**src/rtl/synt_pkg.sv**
```systemverilog
`default_nettype none
// ---------------------------------------------------------------------------
// synt_pkg : state encoding and timing defaults for the synthesizer sequencer
// Rev 1.0
// ---------------------------------------------------------------------------
package synt_pkg;

   typedef enum logic [2:0] {
      IDLE   = 3'd0,
      PWRUP  = 3'd1,
      CAL    = 3'd2,
      LOCKED = 3'd3,
      OFF    = 3'd4,
      FAIL   = 3'd5
   } synt_state_e;

   localparam int unsigned CYC_PER_US      = 5;
   localparam int unsigned TCAL_TRDY_CYC   = 60;
   localparam int unsigned T_PU_CYC_DEF    = 2 * CYC_PER_US;
   localparam int unsigned TIMEOUT_CYC_DEF = 15 * CYC_PER_US;
   localparam int unsigned T_OFF_CYC_DEF   = CYC_PER_US;
   localparam int unsigned MAX_RETRY_DEF   = 2;
   localparam int unsigned CNT_W_DEF       = 16;

endpackage
`default_nettype wire

```
**src/rtl/synt_dly_cnt.sv**
```systemverilog
`default_nettype none
// ---------------------------------------------------------------------------
// synt_dly_cnt : loadable down-counter that saturates at zero, with zero flag
// Rev 1.0
// ---------------------------------------------------------------------------
module synt_dly_cnt
   import synt_pkg::*;
#(
   parameter int unsigned CNT_W = CNT_W_DEF
) (
   input  logic             clk_i,
   input  logic             rst_i,
   input  logic             load_i,
   input  logic [CNT_W-1:0] load_val_i,
   output logic             zero_o
);

   logic [CNT_W-1:0] cnt_q;
   logic [CNT_W-1:0] cnt_d;

   always_comb begin
      cnt_d = cnt_q;
      if (load_i) begin
         cnt_d = load_val_i;
      end else if (cnt_q != '0) begin
         cnt_d = cnt_q - 1'b1;
      end
   end

   always_ff @(posedge clk_i) begin
      if (rst_i) begin
         cnt_q <= '0;
      end else begin
         cnt_q <= cnt_d;
      end
   end

   assign zero_o = (cnt_q == '0);

endmodule
`default_nettype wire

```
**src/rtl/synt_ctrl.sv**
```systemverilog
`default_nettype none
// ---------------------------------------------------------------------------
// synt_ctrl : synthesizer power-up / calibration sequencer (PU, CAL, RDY)
// Optional retry path enabled by macro SYNT_CTRL_RETRY_EN.  Rev 1.0
// ---------------------------------------------------------------------------
module synt_ctrl
   import synt_pkg::*;
#(
   parameter int unsigned T_PU_CYC    = T_PU_CYC_DEF,
   parameter int unsigned TIMEOUT_CYC = TIMEOUT_CYC_DEF,
   parameter int unsigned T_OFF_CYC   = T_OFF_CYC_DEF,
`ifdef SYNT_CTRL_RETRY_EN
   parameter int unsigned MAX_RETRY   = MAX_RETRY_DEF,
`endif
   parameter int unsigned CNT_W       = CNT_W_DEF
) (
   input  logic clk_i,
   input  logic rst_i,
   input  logic start_i,
   input  logic stop_i,
   input  logic rdy_synt_i,
   output logic pu_synt_o,
   output logic cal_synt_o,
   output logic synt_lock_o,
   output logic synt_err_o,
   output logic busy_o
);

   localparam logic [CNT_W-1:0] c_pu_load  = CNT_W'(T_PU_CYC - 1);
   localparam logic [CNT_W-1:0] c_to_load  = CNT_W'(TIMEOUT_CYC - 1);
   localparam logic [CNT_W-1:0] c_off_load = CNT_W'(T_OFF_CYC - 1);

   synt_state_e      state_q;
   logic             pu_q, cal_q, lock_q, err_q, busy_q;
   logic             cnt_load;
   logic [CNT_W-1:0] cnt_load_val;
   logic             cnt_zero;
   logic             retry_ok;
   logic             go_off;

`ifdef SYNT_CTRL_RETRY_EN
   localparam int unsigned c_retry_w = (MAX_RETRY > 0) ? $clog2(MAX_RETRY + 1) : 1;
   logic [c_retry_w-1:0] retry_q;
   assign retry_ok = (retry_q < c_retry_w'(MAX_RETRY));
`else
   assign retry_ok = 1'b0;
`endif

   // Timeout or lock loss that still has retries left powers down through OFF.
   assign go_off = !stop_i && !rdy_synt_i && retry_ok &&
                   (((state_q == CAL) && cnt_zero) || (state_q == LOCKED));

   always_comb begin
      cnt_load     = 1'b0;
      cnt_load_val = c_off_load;
      if (stop_i || go_off) begin
         cnt_load = 1'b1;
      end else begin
         case (state_q)
            IDLE:    if (start_i && cnt_zero) begin cnt_load = 1'b1; cnt_load_val = c_pu_load; end
            PWRUP:   if (cnt_zero)            begin cnt_load = 1'b1; cnt_load_val = c_to_load; end
            OFF:     if (cnt_zero)            begin cnt_load = 1'b1; cnt_load_val = c_pu_load; end
            default: ;
         endcase
      end
   end

   synt_dly_cnt #(.CNT_W(CNT_W)) u_dly_cnt (
      .clk_i      (clk_i),
      .rst_i      (rst_i),
      .load_i     (cnt_load),
      .load_val_i (cnt_load_val),
      .zero_o     (cnt_zero)
   );

   always_ff @(posedge clk_i) begin
      if (rst_i || stop_i) begin
         state_q <= IDLE;
         pu_q    <= 1'b0;
         cal_q   <= 1'b0;
         lock_q  <= 1'b0;
         err_q   <= 1'b0;
         busy_q  <= 1'b0;
      end else begin
         case (state_q)
            IDLE: begin
               if (start_i && cnt_zero) begin
                  state_q <= PWRUP;
                  pu_q    <= 1'b1;
                  busy_q  <= 1'b1;
               end
            end
            PWRUP: begin
               if (cnt_zero) begin
                  state_q <= CAL;
                  cal_q   <= 1'b1;
               end
            end
            CAL: begin
               // RDY takes precedence over a timeout expiring on the same edge.
               if (rdy_synt_i) begin
                  state_q <= LOCKED;
                  cal_q   <= 1'b0;
                  lock_q  <= 1'b1;
                  busy_q  <= 1'b0;
               end else if (cnt_zero) begin
                  pu_q  <= 1'b0;
                  cal_q <= 1'b0;
                  if (go_off) begin
                     state_q <= OFF;
                  end else begin
                     state_q <= FAIL;
                     err_q   <= 1'b1;
                     busy_q  <= 1'b0;
                  end
               end
            end
            LOCKED: begin
               pu_q <= 1'b1;
               if (!rdy_synt_i) begin
                  lock_q <= 1'b0;
                  pu_q   <= 1'b0;
                  if (go_off) begin
                     state_q <= OFF;
                     busy_q  <= 1'b1;
                  end else begin
                     state_q <= FAIL;
                     err_q   <= 1'b1;
                  end
               end
            end
            OFF: begin
               if (cnt_zero) begin
                  state_q <= PWRUP;
                  pu_q    <= 1'b1;
               end
            end
            FAIL: ;
            default: begin
               state_q <= IDLE;
               pu_q    <= 1'b0;
               cal_q   <= 1'b0;
               lock_q  <= 1'b0;
               busy_q  <= 1'b0;
            end
         endcase
      end
`ifdef SYNT_CTRL_RETRY_EN
      if (rst_i || stop_i || (state_q == IDLE) || ((state_q == CAL) && rdy_synt_i)) begin
         retry_q <= '0;
      end else if (go_off) begin
         retry_q <= retry_q + 1'b1;
      end
`endif
   end

   assign pu_synt_o   = pu_q;
   assign cal_synt_o  = cal_q;
   assign synt_lock_o = lock_q;
   assign synt_err_o  = err_q;
   assign busy_o      = busy_q;

endmodule
`default_nettype wire

```
**config.mk**
```make
export PLATFORM = sky130hd
export DESIGN_NAME = synt_ctrl
export DESIGN_NICKNAME = d
export VERILOG_FILES = /design/src/rtl/synt_pkg.sv /design/src/rtl/synt_dly_cnt.sv /design/src/rtl/synt_ctrl.sv
export SDC_FILE = /design/constraint.sdc
export NUM_CORES = 1
export LEC_CHECK = 0
export ABC_CLOCK_PERIOD_IN_PS = 6100
export CAP_MARGIN = 10
export CORE_MARGIN = 8
export CORE_UTILIZATION = 50
export DETAILED_ROUTE_END_ITERATION = 12
export HOLD_SLACK_MARGIN = 0.05
export PLACE_DENSITY = 0.7
export SLEW_MARGIN = 10
export SYNTH_ARGS = -nofsm -noshare
export SYNTH_HDL_FRONTEND = slang
export SYNTH_SLANG_ARGS = --single-unit
```
**constraint.sdc**
```tcl
create_clock -name clk_i -period 6.1 [get_ports clk_i]
set_clock_uncertainty 0.1 [all_clocks]
set_input_delay 0.61 -clock clk_i [delete_from_list [all_inputs] [get_ports clk_i]]
set_output_delay 0.61 -clock clk_i [all_outputs]
set_load 0.05 [all_outputs]
```
==> results.ini <==
[detailed_routing]
viasPerCell = 6.45
ant_nets = 0
num_vias = 1316
drt_iter0_markers = 95
wl_per_cell_um = 15.8
drcViolationCount = 0
routed_wl_mm = 3.22
firstDrtPassIters = 4

[power]
ir_drop_mv = 0.378
leakage_nw = 0.521
report.power.total_w = 0.000669
p_per_area_nw_per_um2 = 445

[synth]
yosys_register_bits = 24
synth_ff_type = dfxtp_1
synthCells = 169
ys.warnings.count = 0
ys_seq_area_frac = 0.355
syn_area_sq_um = 1350
synth.distinct_cells = 46
synth_edf_count = 0
syn_avg_cell_area_sq_um = 8.01
syn-num-nets = 176
async_reset_ff_frac = 0

[timing]
fin_crit_sh = 0.425
slew_headroom = 0.477
holdWs_ns = 0.362
tns_ns = 0
finalMaxSlewViolations = 0
post-route-min-period_ns = 2.59
fmax_ghz = 0.386
rsz0062_at_grt = no
tightest_slew_ns = 0.782
hold_violations = 0
finalSetupViolCount = 0

[clock_network]
cts_tree = done
cts_buffers = 3
post_cts_buffers = 0
cts.htree.levels = 1
cts.clk_slew.worst_paths_ns = 0.14
clockBufferDepth = 2
cts-root-buf = clkbuf_4
cts_resized = 0
hold_buffers = 0
worstSkewPairLatency_ns = 0.32
cts.sinks = 24

[floorplanning]
start_util = 0.508
core_sq_um = 2660
rows = 19
dieArea_sq_um = 4630
die_h_um = 68.0
die_w_um = 68.0
ios = 10

[grt]
grtUsageTotal = 0.143
grt_max_degree = 21
overflow = 0
grt_pass1_wl_mm = 5.19
grt_pass1_vias = 1188
antenna_found_initial = 0

[placement]
place.gp.congestion = 0.838
io_buffers = 9
dp_hpwl_mm = 2.29
dp_cells = 200

[job]
cap_violations = 0

[finish]
num-fill-cells = 254
fin_nets = 181
antenna-diode-count = 0
syn2layout_area_growth_pct = 11.0
drive_gt1_frac = 0.0867
instances_no_fill = 204

[worst_setup_path]
start_kind = flop
critPathKind = flop to flop
path_max_fanout = 20
crit_arrival_ns = 2.71
cp-end-kind = flop
cp.required_ns = 6.22

[min_path]
hp-class = flop to flop

[outcome]
status = completed

[worst max-delay path, stage by stage, from the launching register on]
cell and delay (ns):
dfxtp_1 0.36, inv_1 0.09, ha_1 0.15, nor3b_1 0.41, nand4_1 0.73, o21ai_0 0.38
buf_4 0.23, a21oi_1 0.05
[routing by layer]
metal / vias up / part of all wire / track usage
met2: 37 / 0.50 / 0.268
met1: 627 / 0.42 / 0.149
met3: 4 / 0.060 / 0.0491
met5: - / 0 / 0
li1: 648 / - / -
met4: 0 / 0.011 / 0.0332
[cells in the final DEF, fill, tap and decap left out, types with 2 or more instances in the layout]
master / netlist / layout
nand2_1: 5 / 5
and4_1: 2 / 2
a211oi_1: 4 / 4
o31ai_1: 2 / 2
nor3_1: 8 / 8
clkdlybuf4s50_1: 0 / 9
nor4_1: 9 / 9
nor2_1: 15 / 15
nand3_1: 3 / 3
ha_1: 2 / 2
xor2_1: 2 / 2
dfxtp_1: 24 / 24
a22o_1: 2 / 2
xnor2_1: 2 / 2
nand4_1: 3 / 3
or4_1: 3 / 3
a21oi_1: 15 / 15
nor2b_1: 2 / 2
or2_2: 4 / 4
o41ai_1: 4 / 4
o211ai_1: 2 / 2
inv_1: 7 / 7
or3_1: 2 / 2
clkbuf_4: 0 / 3
o21ai_0: 16 / 16
[where the power goes]
part	switching [W]	internal (W)
clock network	0.0000514	0.0000665
logic	0.000197	0.000127
registers	0.0000418	0.000185
total	0.000291	0.000378
[cells by family (layout without fill, tap and decap cells)]
group                      after synthesis  count (layout)  share of synthesized area
and+or+nand+nor                         65              65                      0.273
AOI/OAI and AO/OA                       57              57                      0.279
DFF                                     24              24                      0.355
buffers and inverters                   17              21                     0.0490
xor gates and xnor gates                 4               4                     0.0259
adders and majority gates                2               2                     0.0185
[area by class of cell]
class / count / area [sq um] / share of cell area
multi-input combinational: 128 / 807 / 0.537
sequential: 24 / 480 / 0.320
timing repair buffer: 10 / 97.6 / 0.0649
tap: 31 / 38.8 / 0.0258
clock inverter: 1 / 30.0 / 0.0200
inverter: 7 / 26.3 / 0.0175
clock buffer: 3 / 22.5 / 0.0150
[through the flow]
| stage | setup WS (ns) | area, sq um | util |
|---|---|---|---|
| 3_5_place_dp | 3.51 | 1450 | 0.545 |
| 6_report | 3.51 | 1500 | 0.564 |
| 4_1_cts | 3.49 | 1500 | 0.564 |
| 3_3_place_gp | 3.67 | 1450 | 0.545 |
| 5_1_grt | 3.16 | 1500 | 0.564 |
| 2_1_floorplan | 4.12 | 1350 | - |
[path summary, 6_finish.rpt]
check	endpoint	slack (ns)	from	cells past startpoint
worst min register to register	synt_err_o$_SDFFE_PP0P_	0.36	synt_err_o$_SDFFE_PP0P_	2
worst max register to register	u_dly_cnt.cnt_q[11]$_SDFFE_PP0P_	3.51	u_dly_cnt.cnt_q[0]$_SDFFE_PP0P_	7
worst min-delay path	synt_err_o$_SDFFE_PP0P_	0.36	synt_err_o$_SDFFE_PP0P_	2
worst max-delay path	u_dly_cnt.cnt_q[11]$_SDFFE_PP0P_	3.51	u_dly_cnt.cnt_q[0]$_SDFFE_PP0P_	7
[synth_stat cells, types with 2 or more instances]
master    instances  area share
nand2_1           5       0.014
or4_1             3       0.017
xnor2_1           2       0.013
o41ai_1           4       0.026
and4_1            2       0.013
inv_1             7       0.019
buf_2             2      0.0074
ha_1              2       0.018
xor2_1            2       0.013
clkbuf_1          8       0.022
nor4_1            9       0.042
or2_2             4       0.018
a211oi_1          4       0.022
o211ai_1          2       0.011
a22o_1            2       0.013
nand4_1           3       0.014
or3_1             2      0.0092
nor2b_1           2      0.0092
nand3_1           3       0.011
o31ai_1           2       0.011
nor3_1            8       0.030
nor2_1           15       0.042
o21ai_0          16       0.059
a21oi_1          15       0.055
dfxtp_1          24        0.35
[registers in the layout, summed over array words and instances (netlist names)]
signal and cells:
u_dly_cnt.cnt_q 16, state_q 3, busy_o 1, cal_synt_o 1
pu_synt_o 1, synt_err_o 1, synt_lock_o 1
Power figures use the tool's default switching activity.
==> RTL change: new RTL, same flow settings <==
Build with the macro `SYNT_CTRL_RETRY_EN` defined.
--- a/src/rtl/synt_ctrl.sv
+++ b/src/rtl/synt_ctrl.sv
@@ -5,2 +5,4 @@
 // ---------------------------------------------------------------------------
+`define SYNT_CTRL_RETRY_EN
+
 module synt_ctrl
Check against the original RTL: no difference found for any inputs over 10 cycles, from zero or initial values and one cycle with rst_i high; that may be too few to reach the edited logic, so the function may still have changed.
==> RTL change against the original RTL <==
Synthesized cell count up 13%. Cell area up 6.7%. Die area up 7.3%. Worst setup slack worse by 250 ps. Sequential cell count up 2. Wire length up 6.4%. Final cell count up 8.8%. Area after synthesis up 9.6%. Count of clock-buffer cells in the layout unchanged. First-iteration DRC count down 1.1%. Highest routed layer unchanged.
Power is left out: the tool's default activity adds up to more than one toggle a clock period on the data nets, which glitch-free logic cannot reach.
==> RTL change: results <==
{
  "outcome": "completed",
  "fin_nets": 199,
  "n_fill_cell": 253,
  "syn_area_um2": 1484,
  "crit_slowest_cell": "nor4_4",
  "multi_input_comb_area_um2": 872.1,
  "inv_count": 8,
  "yosys.cell_types.count": 45,
  "num-multi-input-gates": 144,
  "dp_cells": 218,
  "stdcell_count": 222,
  "seq_share_pct": 32.45,
  "initialDrtViolationCount": 94,
  "cp.arrival_ps": 2960,
  "syn-instance-count": 191,
  "path_max_fanout": 12,
  "slew_headroom_pct": 44.53,
  "hpwl_mm": 2.486,
  "clkCellAreaFrac_pct": 3.276,
  "yosysSeqAreaShare_pct": 35.08,
  "dp_slack_ps": 3254,
  "grt_use_met1_pct": 17.16,
  "wirelength_mm": 3.427,
  "vias_per_cell": 6.032,
  "met2WireLength_mm": 1.704,
  "grt_pass1_wl_mm": 5.865,
  "top_regs": "u_dly_cnt.cnt_q x16, state_q x3, retry_q x2",
  "use_met3_pct": 2.684
}
RTL change: cell types whose count changed after synthesis, sizes merged, moves of 4 or more:
cell,delta
nand2,+5
nor2,+11
xnor2,+7
or2,-4
RTL change: cell families after synthesis:
kind of cell | count (synthesis) | share of synthesized area (%)
AO/OA/AOI/OAI | 51 | 21.25
XOR/XNOR | 14 | 8.263
adder cells (fa/ha/maj) | 2 | 1.686
buffers and inverters | 21 | 6.155
flip-flops | 26 | 35.08
AND/OR/NAND/NOR | 77 | 27.57
RTL change: final timing paths:
path / depth (start not counted) / endpoint / from / slack (ps)
max reg2reg: 7 / u_dly_cnt.cnt_q[11] / u_dly_cnt.cnt_q[0] / 3260
max: 7 / u_dly_cnt.cnt_q[11] / u_dly_cnt.cnt_q[0] / 3260
min reg2reg: 2 / pu_synt_o / pu_synt_o / 390
min: 2 / pu_synt_o / pu_synt_o / 390
